===== src/rtl/isqrt_seq_pkg.sv =====
// isqrt_seq_pkg
// Shared definitions for the iterative integer square-root unit: the FSM
// state encoding, the default radicand width and the helper functions that
// derive the root/remainder widths from a radicand width. The upstream
// multiplier uses the same helpers so both blocks agree on the product width.
package isqrt_seq_pkg;

  localparam int DEFAULT_WIDTH = 16;

  typedef enum logic {
    IDLE = 1'b0,
    WORK = 1'b1
  } state_t;

  // Root is half the radicand width.
  function automatic int rootWidth(input int width);
    return width / 2;
  endfunction

  // Remainder can reach 2*root, so it needs one bit more than the root.
  function automatic int remWidth(input int width);
    return width / 2 + 1;
  endfunction

endpackage


===== src/rtl/isqrt_seq_if.sv =====
// isqrt_seq_if
// Start/busy handshake bundle between a requester and the square-root unit.
//   x_bi   : unsigned radicand, sampled when start is accepted
//   start  : request, honoured only while the unit is idle
//   busy_o : unit is iterating
//   done_o : one-cycle pulse when y_bo/r_bo are refreshed
//   y_bo   : floor(sqrt(x))
//   r_bo   : x - y*y
// master = requester side, slave = square-root unit side.
interface isqrt_seq_if
  import isqrt_seq_pkg::*;
#(
  parameter int WIDTH = DEFAULT_WIDTH
);

  localparam int RW   = rootWidth(WIDTH);
  localparam int REMW = remWidth(WIDTH);

  logic [WIDTH-1:0] x_bi;
  logic             start;
  logic             busy_o;
  logic             done_o;
  logic [RW-1:0]    y_bo;
  logic [REMW-1:0]  r_bo;

  modport master (
    output x_bi, start,
    input  busy_o, done_o, y_bo, r_bo
  );

  modport slave (
    input  x_bi, start,
    output busy_o, done_o, y_bo, r_bo
  );

endinterface


===== src/rtl/isqrt_seq_step.sv =====
// isqrt_step
// One iteration of the restoring bit-pair square root. Purely combinational
// so the compare/subtract datapath can be exercised on its own.
//   rem_i/root_i/mask_i : current partial remainder, root and bit mask
//   rem_o/root_o        : values after this iteration
module isqrt_step #(
  parameter int WIDTH = 16
) (
  input  logic [WIDTH-1:0] rem_i,
  input  logic [WIDTH-1:0] root_i,
  input  logic [WIDTH-1:0] mask_i,
  output logic [WIDTH-1:0] rem_o,
  output logic [WIDTH-1:0] root_o
);

  logic [WIDTH-1:0] trial;

  // The mask bit never overlaps the set bits of root, so OR is the same as
  // adding it. Subtracting only when rem >= trial keeps rem non-negative.
  always_comb begin
    trial  = root_i | mask_i;
    rem_o  = rem_i;
    root_o = root_i >> 1;
    if (rem_i >= trial) begin
      rem_o  = rem_i - trial;
      root_o = (root_i >> 1) | mask_i;
    end
  end

endmodule


===== src/rtl/isqrt_seq.sv =====
// isqrt_seq
// Iterative integer square root, one result bit per clock.
//   clk   : system clock, rising edge
//   reset : asynchronous, active-low reset
//   bus   : isqrt_seq_if slave modport (x_bi, start, busy_o, done_o, y_bo, r_bo)
// A start accepted in IDLE runs WIDTH/2 WORK cycles; the final WORK edge
// loads y_bo/r_bo, pulses done_o and returns to IDLE so a new start can be
// taken in the same cycle done_o is high.
module isqrt_seq
  import isqrt_seq_pkg::*;
#(
  parameter int WIDTH = DEFAULT_WIDTH
) (
  input  logic        clk,
  input  logic        reset,
  isqrt_seq_if.slave  bus
);

  localparam int RW    = rootWidth(WIDTH);
  localparam int REMW  = remWidth(WIDTH);
  localparam int CTR_W = $clog2(WIDTH);

  localparam logic [WIDTH-1:0] MASK_INIT = {{(WIDTH-1){1'b0}}, 1'b1} << (WIDTH - 2);
  localparam logic [CTR_W-1:0] LAST_STEP = CTR_W'(RW - 1);

  state_t           state_q;
  logic [WIDTH-1:0] rem_q;
  logic [WIDTH-1:0] root_q;
  logic [WIDTH-1:0] mask_q;
  logic [CTR_W-1:0] ctr_q;
  logic [RW-1:0]    y_q;
  logic [REMW-1:0]  r_q;
  logic             done_q;

  logic [WIDTH-1:0] rem_d;
  logic [WIDTH-1:0] root_d;

  isqrt_step #(
    .WIDTH (WIDTH)
  ) u_step (
    .rem_i  (rem_q),
    .root_i (root_q),
    .mask_i (mask_q),
    .rem_o  (rem_d),
    .root_o (root_d)
  );

  // Control FSM, iteration registers and result registers. done_q defaults
  // low every edge so it is a single-cycle pulse; the results are taken from
  // the step outputs on the last WORK edge, where the upper root half is zero.
  always_ff @(posedge clk or negedge reset) begin
    if (!reset) begin
      state_q <= IDLE;
      rem_q   <= '0;
      root_q  <= '0;
      mask_q  <= '0;
      ctr_q   <= '0;
      y_q     <= '0;
      r_q     <= '0;
      done_q  <= 1'b0;
    end else begin
      done_q <= 1'b0;
      case (state_q)
        IDLE: begin
          if (bus.start) begin
            rem_q   <= bus.x_bi;
            root_q  <= '0;
            mask_q  <= MASK_INIT;
            ctr_q   <= '0;
            state_q <= WORK;
          end
        end
        WORK: begin
          rem_q  <= rem_d;
          root_q <= root_d;
          mask_q <= mask_q >> 2;
          ctr_q  <= ctr_q + 1'b1;
          if (ctr_q == LAST_STEP) begin
            y_q     <= root_d[RW-1:0];
            r_q     <= rem_d[REMW-1:0];
            done_q  <= 1'b1;
            state_q <= IDLE;
          end
        end
        default: state_q <= IDLE;
      endcase
    end
  end

  assign bus.busy_o = (state_q == WORK);
  assign bus.done_o = done_q;
  assign bus.y_bo   = y_q;
  assign bus.r_bo   = r_q;

endmodule


===== src/flat_wrapper.sv =====
// flat-port wrapper written by rule: the top's interface ports become plain ports
module isqrt_seq_flat import isqrt_seq_pkg::*;
#(
  parameter int WIDTH = DEFAULT_WIDTH
)
  (clk, reset, bus_x_bi, bus_start, bus_busy_o, bus_done_o, bus_y_bo, bus_r_bo);
  isqrt_seq_if #(.WIDTH(WIDTH)) bus_i ();
  input  logic clk;
  input  logic reset;
  input wire logic [$bits(bus_i.x_bi)-1:0] bus_x_bi;
  input wire logic [$bits(bus_i.start)-1:0] bus_start;
  output wire logic [$bits(bus_i.busy_o)-1:0] bus_busy_o;
  output wire logic [$bits(bus_i.done_o)-1:0] bus_done_o;
  output wire logic [$bits(bus_i.y_bo)-1:0] bus_y_bo;
  output wire logic [$bits(bus_i.r_bo)-1:0] bus_r_bo;
  assign bus_i.x_bi = bus_x_bi;
  assign bus_i.start = bus_start;
  assign bus_busy_o = bus_i.busy_o;
  assign bus_done_o = bus_i.done_o;
  assign bus_y_bo = bus_i.y_bo;
  assign bus_r_bo = bus_i.r_bo;
  isqrt_seq #(.WIDTH(WIDTH)) u_core (.clk(clk), .reset(reset), .bus(bus_i));
endmodule

===== config.mk =====
export PLATFORM = sky130hd
export DESIGN_NAME = isqrt_seq_flat
export DESIGN_NICKNAME = d
export VERILOG_FILES = /design/src/rtl/isqrt_seq_pkg.sv /design/src/rtl/isqrt_seq_if.sv /design/src/rtl/isqrt_seq_step.sv /design/src/rtl/isqrt_seq.sv /design/src/flat_wrapper.sv
export SDC_FILE = /design/constraint.sdc
export NUM_CORES = 1
export LEC_CHECK = 0
export CAP_MARGIN = 20
export CORE_MARGIN = 2
export CORE_UTILIZATION = 40
export CTS_CLUSTER_DIAMETER = 80
export DETAILED_ROUTE_END_ITERATION = 10
export PLACE_DENSITY = 0.62
export SLEW_MARGIN = 10
export SYNTH_ARGS = -nofsm -noshare
export SYNTH_HDL_FRONTEND = slang
export SYNTH_SLANG_ARGS = --single-unit

===== constraint.sdc =====
create_clock -name clk -period 2.43 [get_ports clk]
set_input_delay 0.3645 -clock clk [delete_from_list [all_inputs] [get_ports clk]]
set_output_delay 0.3645 -clock clk [all_outputs]
set_load 0.02 [all_outputs]

; ---- Word level (Yosys, flattened, before mapping)
; Index checks and enable logic that the tools add are counted.
[op_classes]
eq_ne = 3
magnitude_cmp = 1
n_reduce_logical = 2
n_mux = 15
n_bitwise = 3
add_sub_neg = 2
[op_table]
columns = operator, count
row1 = 16-bit one-hot mux with 2 select lines, 3
row2 = 16-bit two-way mux, 5
row3 = 16-bit greater-or-equal comparator, 1
row4 = 15-bit by 16-bit OR with 16-bit output, 1
row5 = 16-bit OR, 1
row6 = 16-bit subtractor, 1
row7 = 4-bit one-hot mux with 2 select lines, 1
row8 = 4-bit by 1-bit adder with 4-bit output (second input constant), 1
row9 = 4-bit by 3-bit == test with 1-bit output (second input constant), 1
row10 = 1-bit two-way mux, 4
row11 = 4-bit two-way mux, 1
row12 = 2-bit != test (second input constant), 2
row13 = 2-bit AND reduction, 2
row14 = 1-bit one-hot mux with 2 select lines, 1
row15 = 1-bit NOT, 1
[word_totals]
register_bits = 71
wordCells = 35
in_bits = 19
output_inout_bits = 19

; ---- Logic depth before layout (Yosys ltp)
; Gate-level depths: netlist of the first run.
[depth]
ltp_word = 4
depth_mapped = 11
depth_no_buf = 9

; ---- Modules after synthesis
; A second synthesis of the first run with hierarchy kept.
[unflattened]
hier_cells = 376
hier_area_um2 = 3822.4
[by_module_without_submodules]
columns = module, cells_each, instances, area_each_um2, seq_area_each_um2
row1 = isqrt_seq, 195, 1, 2548.7, 1576.5
row2 = isqrt_step, 181, 1, 1273.7, 0.0

; ---- Worst setup path before layout of the first run
; OpenSTA, ideal clock, no wires.
[synth_timing]
path_kind = register -> register
start = register u_core.mask_q[0]
end = register u_core.rem_q[8]
setup_time_ps = 137
period_less_slack_ps = 2524
stages_incl_launch_ff = 11
required_ps = 2293
n_path_buf = 1
setup_slack_ps = -94
arrival_time_ps = 2387
cell_sequence = dfrtp_1 -> or2_2 -> ha_1 -> fa_1 -> nand2b_1 -> a21oi_4 -> o31ai_4 -> a21oi_4 -> buf_6 -> mux2i_1 -> a21oi_1
[synth_between]
elab_chain_cells = 4
elab_cells_between_ends = 5
cone_classes = 1 x add/sub / 1 x order compare / 2 x mux / 1 x bitwise
[synth_rtl]
columns = element, line_no
row1 = from (decl), isqrt_seq.sv:29  ; logic [WIDTH-1:0] mask_q;
row2 = from (signal assigned), isqrt_seq.sv:76  ; mask_q <= mask_q >> 2;
row3 = 16-bit OR (*), isqrt_seq_step.sv:21  ; trial = root_i | mask_i;
row4 = 16-bit subtractor or 16-bit greater-or-equal comparator (tied branches), "isqrt_seq_step.sv:25, isqrt_seq_step.sv:24"
row5 = 16-bit two-way mux (*), isqrt_seq_step.sv:24  ; if (rem_i >= trial) begin
row6 = 16-bit one-hot mux with 2 select lines (*), isqrt_seq.sv:63  ; case (state_q)
row7 = to (signal assigned), isqrt_seq.sv:66  ; rem_q <= bus.x_bi;
row8 = to (signal assigned), isqrt_seq.sv:74  ; rem_q <= rem_d;
row9 = to (decl), isqrt_seq.sv:27  ; logic [WIDTH-1:0] rem_q;
; Mark *: on every way between the ends. The rest lies on a longest branch, timed or not. The select of a mux whose other input is x is not followed.
; A chain may end at the register's enable or synchronous reset.

; ---- Worst setup path in the final report of the first run
[layout_timing]
start = register u_core.root_q[0]
end = register u_core.rem_q[15]
[layout_between]
elab_chain_cells = 4
elab_cells_between_ends = 7
cone_classes = 1 x add/sub / 1 x order compare / 1 x eq/ne / 2 x mux / 1 x bitwise / 1 x reduce/logical
[layout_rtl]
columns = element, line_no
row1 = from (decl), isqrt_seq.sv:28  ; logic [WIDTH-1:0] root_q;
row2 = from (signal assigned), isqrt_seq.sv:75  ; root_q <= root_d;
row3 = 16-bit OR (*), isqrt_seq_step.sv:21
row4 = 16-bit subtractor or 16-bit greater-or-equal comparator (tied branches), "isqrt_seq_step.sv:25, isqrt_seq_step.sv:24"
row5 = 16-bit two-way mux or 2-bit != test (tied branches), -
row6 = 16-bit one-hot mux with 2 select lines or 2-bit AND reduction (tied branches), -
; Marked as above.

==> results of run 1 <==
cells in the mapped netlist (4+ instances only):
cell,count
sky130_fd_sc_hd__o21ai_1,11
sky130_fd_sc_hd__xnor2_1,10
sky130_fd_sc_hd__xor2_1,4
sky130_fd_sc_hd__a21oi_1,38
sky130_fd_sc_hd__clkbuf_1,14
sky130_fd_sc_hd__a21o_1,5
sky130_fd_sc_hd__nand3_1,5
sky130_fd_sc_hd__nor2b_1,6
sky130_fd_sc_hd__nand2b_1,20
sky130_fd_sc_hd__o31ai_1,8
sky130_fd_sc_hd__a31oi_1,10
sky130_fd_sc_hd__mux2i_1,9
sky130_fd_sc_hd__o21ai_0,13
sky130_fd_sc_hd__inv_1,9
sky130_fd_sc_hd__o22ai_1,9
sky130_fd_sc_hd__nand2_1,57
sky130_fd_sc_hd__nor2_1,21
sky130_fd_sc_hd__ha_1,16
sky130_fd_sc_hd__a211oi_1,7
sky130_fd_sc_hd__dfrtp_1,62
sky130_fd_sc_hd__mux2_2,8
kinds of logic (layout without fill, tap and decap cells):
group	after synthesis	count (layout)	share of synthesized area
DFF	62	62	0.429
AOI/OAI and AO/OA	122	122	0.217
adders and majority gates	17	17	0.0609
xor gates and xnor gates	14	14	0.0339
and+or+nand+nor	127	127	0.165
buffers and inverters	33	96	0.0401
muxes	18	18	0.0540
worst reg2reg max path, cell delays in order (launching register included):
cell,delay (ns)
sky130_fd_sc_hd__dfrtp_1,0.38
sky130_fd_sc_hd__or2_4,0.26
sky130_fd_sc_hd__ha_4,0.16
sky130_fd_sc_hd__fa_2,0.35
sky130_fd_sc_hd__nand2b_4,0.16
sky130_fd_sc_hd__a21oi_4,0.18
sky130_fd_sc_hd__o31ai_4,0.09
sky130_fd_sc_hd__a21oi_4,0.22
sky130_fd_sc_hd__buf_6,0.19
sky130_fd_sc_hd__or3b_1,0.35
sky130_fd_sc_hd__nand2_1,0.06
worst max path at each step:
stage	start	endpoint	slack (ns)	depth (start not counted)
floorplan	u_core.mask_q[0]	u_core.rem_q[8]	0.03	10
global placement	u_core.mask_q[0]	u_core.bus.r_bo[1]	0.002	10
detailed placement	u_core.mask_q[0]	u_core.bus.r_bo[1]	-0.07	10
CTS	u_core.root_q[0]	u_core.rem_q[15]	-0.04	11
global route	u_core.root_q[0]	u_core.root_q[0]	-0.11	11
finish	u_core.root_q[0]	u_core.rem_q[15]	-0.03	10
layout make-up:
class / instances / area (um^2) / share of cell area
Multi-Input combinational cell: 298 / 2000 / 0.433
Sequential cell: 62 / 1550 / 0.336
Timing Repair Buffer: 68 / 662 / 0.143
Tap cell: 108 / 135 / 0.0292
Clock buffer: 9 / 124 / 0.0268
Clock inverter: 7 / 103 / 0.0222
Inverter: 12 / 45.0 / 0.00975
per-layer routing:
metal  GRT usage  vias up  wire (um)
met5           0        -          0
met4      0.0622        0        115
met3      0.0404        6        399
met2       0.294       73       4020
met1       0.271     1425       4310
li1            -     1506          -
timing repair:
item | 4_1_cts | 5_1_grt
hold endpoints to repair | 20 | 0
cloned | 1 | 0
hold buffers | 1 | 0
setup buffers | 2 | 3
endpoints found under the setup margin | 29 | 37
pin swaps | 5 | 9
gates resized for setup | 3 | 16
flip-flops by register name, summed over array words and instances, names as in the netlist:
register           cells
u_core.ctr_q           4
u_core.bus.r_bo        9
u_core.rem_q          16
u_core.bus.done_o      1
u_core.root_q         15
u_core.bus.busy_o      1
u_core.mask_q          8
u_core.bus.y_bo        8
through the flow:
stage               cell area (um^2)   util
finish                          4620  0.527
global route                    4620  0.527
CTS                             4570  0.521
detailed placement              4280  0.488
global placement                4280  0.488
floorplan                       3640      -
==> run summary, run 1 <==
The run finished, with violations left. The final reports fail on negative setup slack. The transition time at the pin with the least slew margin is 0.525 ns. The remaining global-route overflow came out at 0. The maximum clock skew at final layout is 0.0181 ns. The final worst setup slack came out at -0.0320 ns.

0 antenna diodes ended up in the layout. For this block, the via count after detailed routing is 3010. The worst reg2reg path startpoint is u_core.root_q[0]. The final number of hold-violating endpoints was 0.

The clock insertion delay at the later pin of the skew report is roughly 0.35 ns. During synthesis, Yosys emitted a total of 0 warnings. The aggregate global-route resource usage came out at 0.191. The first global-routing pass estimated 14900 um of wire. The average detailed-routed wire length per instance came out at 15.7 um. The count of input and output buffers came out at 37. The number of nets produced by synthesis is roughly 430. Including well taps, the total number of placed cells is 542. In the final design database the tool counted approximately 490 nets. The area of the core region came out at 0.00876 mm^2. The number of global-route vias before repair was between 2000 and 3000. The endpoint arrival time on the critical path is 2.75 ns.

The count of flip-flops with a built-in enable after synthesis is 0. The top cell type's share of synthesized area came out at 0.429. The setup TNS after final layout is -0.183 ns. The worst hold margin came out at 0.476 ns.

By area the synthesized netlist is led by sky130_fd_sc_hd__dfrtp_1, sky130_fd_sc_hd__nand2_1, sky130_fd_sc_hd__ha_1. Clock-pin slew was measured on the worst setup and hold paths at about 0.090 ns. The worst register-to-register path ends at u_core.rem_q[15]. Once detail routing completed, the nets flagged for antenna violations numbered 0. Along the worst hold path, the cell count comes to 2. The area of the mapped netlist is 0.00361 mm^2. The sequential area share after synthesis is 0.429.

The largest net degree at the start of global routing came out at 87. The y dimension of the die came out at ~99 um. The total count of max-transition violations in the final report is 0. The number of buffers on the longest clock path is 2. The number of ports placed on the die boundary is 38. The initial antenna violation count is 0. The cell sitting at the root of the clock tree is a sky130_fd_sc_hd__clkbuf_8. The origin of the worst min-delay path is u_core.bus.y_bo[5]. The worst setup path is launched from a flip-flop. From synthesis to final layout, the design area changed by 27.9%. The netlist uses 53 different library cells. TritonCTS built the clock tree.

The number of levels the H-tree was split into came out at 3. The total detailed-routing wirelength came out at approximately 8800 um. The biggest area contributor in the post-synthesis netlist is sky130_fd_sc_hd__dfrtp_1. The setup-violating endpoint count in the final report came out at 13.

The number of buffers inserted during clock tree synthesis came out at 9. The length of the first detailed-routing pass in iterations came out at 4. The HPWL reported at the end of detailed placement came out at 6210 um. The number of DRC markers in iteration 0 is about 130. Among the stages of the critical path, the cell type that occurs most often is sky130_fd_sc_hd__a21oi_4.

The share of flip-flops with an asynchronous set or reset is 1.00. The worst register-to-register path has a depth of 10. The initial core utilization is 0.412. Of the available clock period, the critical path in the final layout requires 1.01.

The synthesized flop and latch total came out at 62. The area enclosed by the die boundary is 0.00981 mm^2. The layout cell share with drive strength beyond 1 is 0.167.

The flop-to-flop setup slack came out at -0.03 ns. Setup repair after global routing could not meet its margin everywhere. The worst-case headroom to the max-slew limit came out at 0.650. In this run the worst path has a maximum fanout of 7. The capture endpoint of the worst hold path is u_core.bus.y_bo[5]. The top cell types in the final layout, fill and taps aside, are sky130_fd_sc_hd__dfrtp_1, sky130_fd_sc_hd__nand2_1, sky130_fd_sc_hd__a21oi_1, sky130_fd_sc_hd__clkdlybuf4s50_1, sky130_fd_sc_hd__buf_4. Max-cap violations in this run came to 0. In the synthesized netlist the dominant register cell turns out to be sky130_fd_sc_hd__dfrtp_1. The filler-free cell count of the finished design is 564.

The synthesized area per cell is 9.20 um^2. After detailed routing, the number of vias per cell comes to between 5 and 6. The most common cell after layout, fill and taps aside is sky130_fd_sc_hd__dfrtp_1.

In this design, the stage delay of the slowest critical-path cell is 0.38 ns. The filler cells instantiated in the layout total slightly above 800. The worst hold path belongs to the class reg -> reg.

Routability-driven placement finished with a final weighted congestion of 0.844. The horizontal die dimension is 99.1 um. The post-detailed-route DRC marker count is 0. The worst setup path is captured at a flip-flop. Prior to clock tree synthesis, the placed netlist has a worst setup slack of -0.0692 ns. The peak clock frequency supported by timing came out at slightly above 400 MHz. The critical path is of the reg -> reg type. At the worst endpoint, the required time is 2.72 ns.

The post-synthesis cell count is 393. Traced cell by cell, the critical path runs through or2_4 > ha_4 > fa_2 > nand2b_4 > a21oi_4 > o31ai_4 > a21oi_4 > buf_6 > or3b_1 > nand2_1. The clock period minus worst slack is 2.46 ns.

The sum of buffers and inverters on the critical path came out at 1. The slowest stage of the critical path is the sky130_fd_sc_hd__dfrtp_1 cell. The kind of cell with the highest combined delay along the critical path is simple AND/OR/NAND/NOR gates. The number of placement rows is 34. The clock sink count came out at 62.
Power of run 1 is not shown: default switching activity piles up to over one toggle a cycle in this logic, so the estimate is an artifact.
==> run 2: changes to the inputs <==
CAP_MARGIN = unset   (was 20)
SETUP_SLACK_MARGIN = 0.2   (was unset)
==> run summary, run 2 (synthesis results as in run 1) <==
Between clock sinks in the finished design, the worst skew comes to 0.0106 ns. The transition time at the pin with the least slew margin came out at ~0.74 ns. The library cell used most frequently in the layout, excluding fill and tap cells, is sky130_fd_sc_hd__dfrtp_1. The run finished, with violations left. The number of levels the H-tree was split into is 3. The average detailed-routed wire length per instance is ~15 um.

The critical path required time came out at 2.71 ns. In this design, the critical path's most frequently occurring cell is sky130_fd_sc_hd__a21oi_4. The number of global-route vias before repair is 3023. Setup repair after global routing could not meet its margin everywhere. The post-route fraction of the period consumed by the critical path is 1.01. The total count of max-transition violations in the final report came out at 0. The layout overhead on the synthesized area is 28.7%. The remaining global-route overflow came out at 0. In the layout the commonest cells are sky130_fd_sc_hd__dfrtp_1, sky130_fd_sc_hd__nand2_1, sky130_fd_sc_hd__clkdlybuf4s50_1, sky130_fd_sc_hd__a21oi_1, sky130_fd_sc_hd__buf_4. The final worst setup slack came out at -0.0172 ns.

TritonCTS built the clock tree. The number of DRC markers in iteration 0 came out at 176. The fill cell instance count of the final layout came out at roughly 780.

The worst setup path is captured at a flip-flop. The first-pass GRT wire length is 14800 um. The total detailed-routing wirelength is approximately 8700 um.

The number of cells in the design after placement is 544. The worst hold path belongs to the class in -> async. The number of buffers and inverters on the critical path is 1.

The initial utilization of the core area, before any placement, comes to 0.412. Along the worst path, the maximum fanout reaches 12. In the global route stage, overall resource usage came out at 0.189. The flop-to-flop setup slack is -0.02 ns. The area of the core region came out at 0.00876 mm^2. The count of hold-fix buffers inserted at cts came out at 0. The flip-flop count of the largest register after layout is 16. The worst setup path category is reg -> reg. The max-capacitance violation count came out at 0. The footprint of the multi-input gates is a little over 0.002 mm^2. The per-cell via count in the routed design came out at 5.45. The largest net degree at the start of global routing came out at 87. At the end of routability-driven placement, the weighted congestion stood at 0.907. The area enclosed by the die boundary came out at 0.00981 mm^2. The antenna cell count came out at 0. The clock sink count came out at 62. On the critical path the largest part of the delay comes from compound AO/OA/AOI/OAI gates. Ranked by flip-flop count, first place goes to u_core.rem_q. The setup-violating endpoint count in the final report is 2. The root buffer cell chosen for the clock tree is sky130_fd_sc_hd__clkbuf_8. The detail route stage leaves a number of antenna-violating nets equal to 0.

The die is about 99 um wide. The number of buffers inserted during clock tree synthesis is 9. The count of nets after finishing came out at 487.

The clock period minus worst slack is 2.45 ns. The filler-free cell count of the finished design came out at 564. The detailed-route via count came out at 3074. The longest clock path from root to sink contains 2 buffers. The number of ports placed on the die boundary is 38.

The checks that failed: negative setup slack. In this run the core area contains 34 standard-cell rows. The layout cell share with drive strength beyond 1 is 0.200. The HPWL reported at the end of detailed placement is 6300 um. For this run, the top clock speed supported by timing is a little over 400 MHz. Clock-pin slew was measured on the worst setup and hold paths at 0.08 ns.

The slowest stage cell on the critical path is sky130_fd_sc_hd__dfrtp_1. Summing all flip-flop and latch instances after layout gives 0.00155 mm^2. The worst-case headroom to the max-slew limit came out at 0.509. The y dimension of the die came out at 99.1 um. The endpoint arrival time on the critical path is 2.72 ns. The initial antenna violation count came to 0.

For this run, design rule violations remaining after detail routing come to 0. The stage delay of the slowest cell on the critical path came out at roughly 0.38 ns. The critical path launch point type is a flip-flop. Walking the worst path, the cells encountered are or2_4 > ha_4 > fa_2 > nand2b_4 > a21oi_4 > o31ai_4 > a21oi_4 > buf_12 > mux2_4 > a21oi_2. The final number of hold-violating endpoints is 0. The clock insertion delay at the later pin of the skew report is about 0.35 ns.

The first detailed-routing pass took 4 iterations. In this run the tool buffered the top-level ports with 37 buffer cells.
-- run 2: routing by layer --
| metal | routed length [um] | global-route usage | up-vias |
|---|---|---|---|
| li1 | - | - | 1510 |
| met1 | 4160 | 0.267 | 1460 |
| met2 | 3880 | 0.284 | 89 |
| met3 | 405 | 0.0376 | 15 |
| met4 | 252 | 0.0780 | 0 |
| met5 | 0 | 0 | - |
-- run 2: worst paths after layout --
path                                      endpoint          startpoint  depth (start not counted)
worst max register to register     u_core.rem_q[0]    u_core.root_q[0]                         10
min in group clk                u_core.bus.y_bo[7]  u_core.bus.y_bo[7]                          2
worst max-delay path               u_core.rem_q[0]    u_core.root_q[0]                         10
worst min register to register  u_core.bus.y_bo[7]  u_core.bus.y_bo[7]                          2
worst min-delay path             u_core.bus.done_o               reset                          1
max in group asynchronous          u_core.rem_q[7]               reset                          2
-- run 2: what timing repair did --
action                     4_1_cts  5_1_grt
hold endpoints to repair         0        0
setup buffers                    0        4
resized for setup                6       14
setup endpoints to repair       37       37
pin swaps                        1        3
-- run 2: final cells by class --
type | count | area share
Inverter | 12 | 0.00968
Sequential cell | 62 | 0.334
Multi-Input combinational cell | 298 | 0.438
Clock inverter | 7 | 0.0210
Timing Repair Buffer | 68 | 0.142
Clock buffer | 9 | 0.0266
Tap cell | 108 | 0.0290
-- run 2: through the flow --
stage           util  instance area [um^2]  hold WS [ns]  setup slack [ns]  TNS [ns]
2_1_floorplan      -                  3680        0.0689            0.0563         0
3_3_place_gp   0.494                  4330         0.456           0.00513         0
3_5_place_dp   0.494                  4330         0.463           -0.0576    -0.447
4_1_cts        0.522                  4570        0.0866           -0.0181   -0.0475
5_1_grt        0.531                  4650         0.116            -0.101     -1.48
6_report       0.531                  4650        0.0727           -0.0172   -0.0251
Power of run 2 is left out for the same reason.
==> run 3: changes to the inputs <==
CAP_MARGIN = 20   (was unset)
==> results of run 3 <==
No change in the layout: final DEF, timing and power equal those of run 2.
Power of run 3 is left out for the same reason.
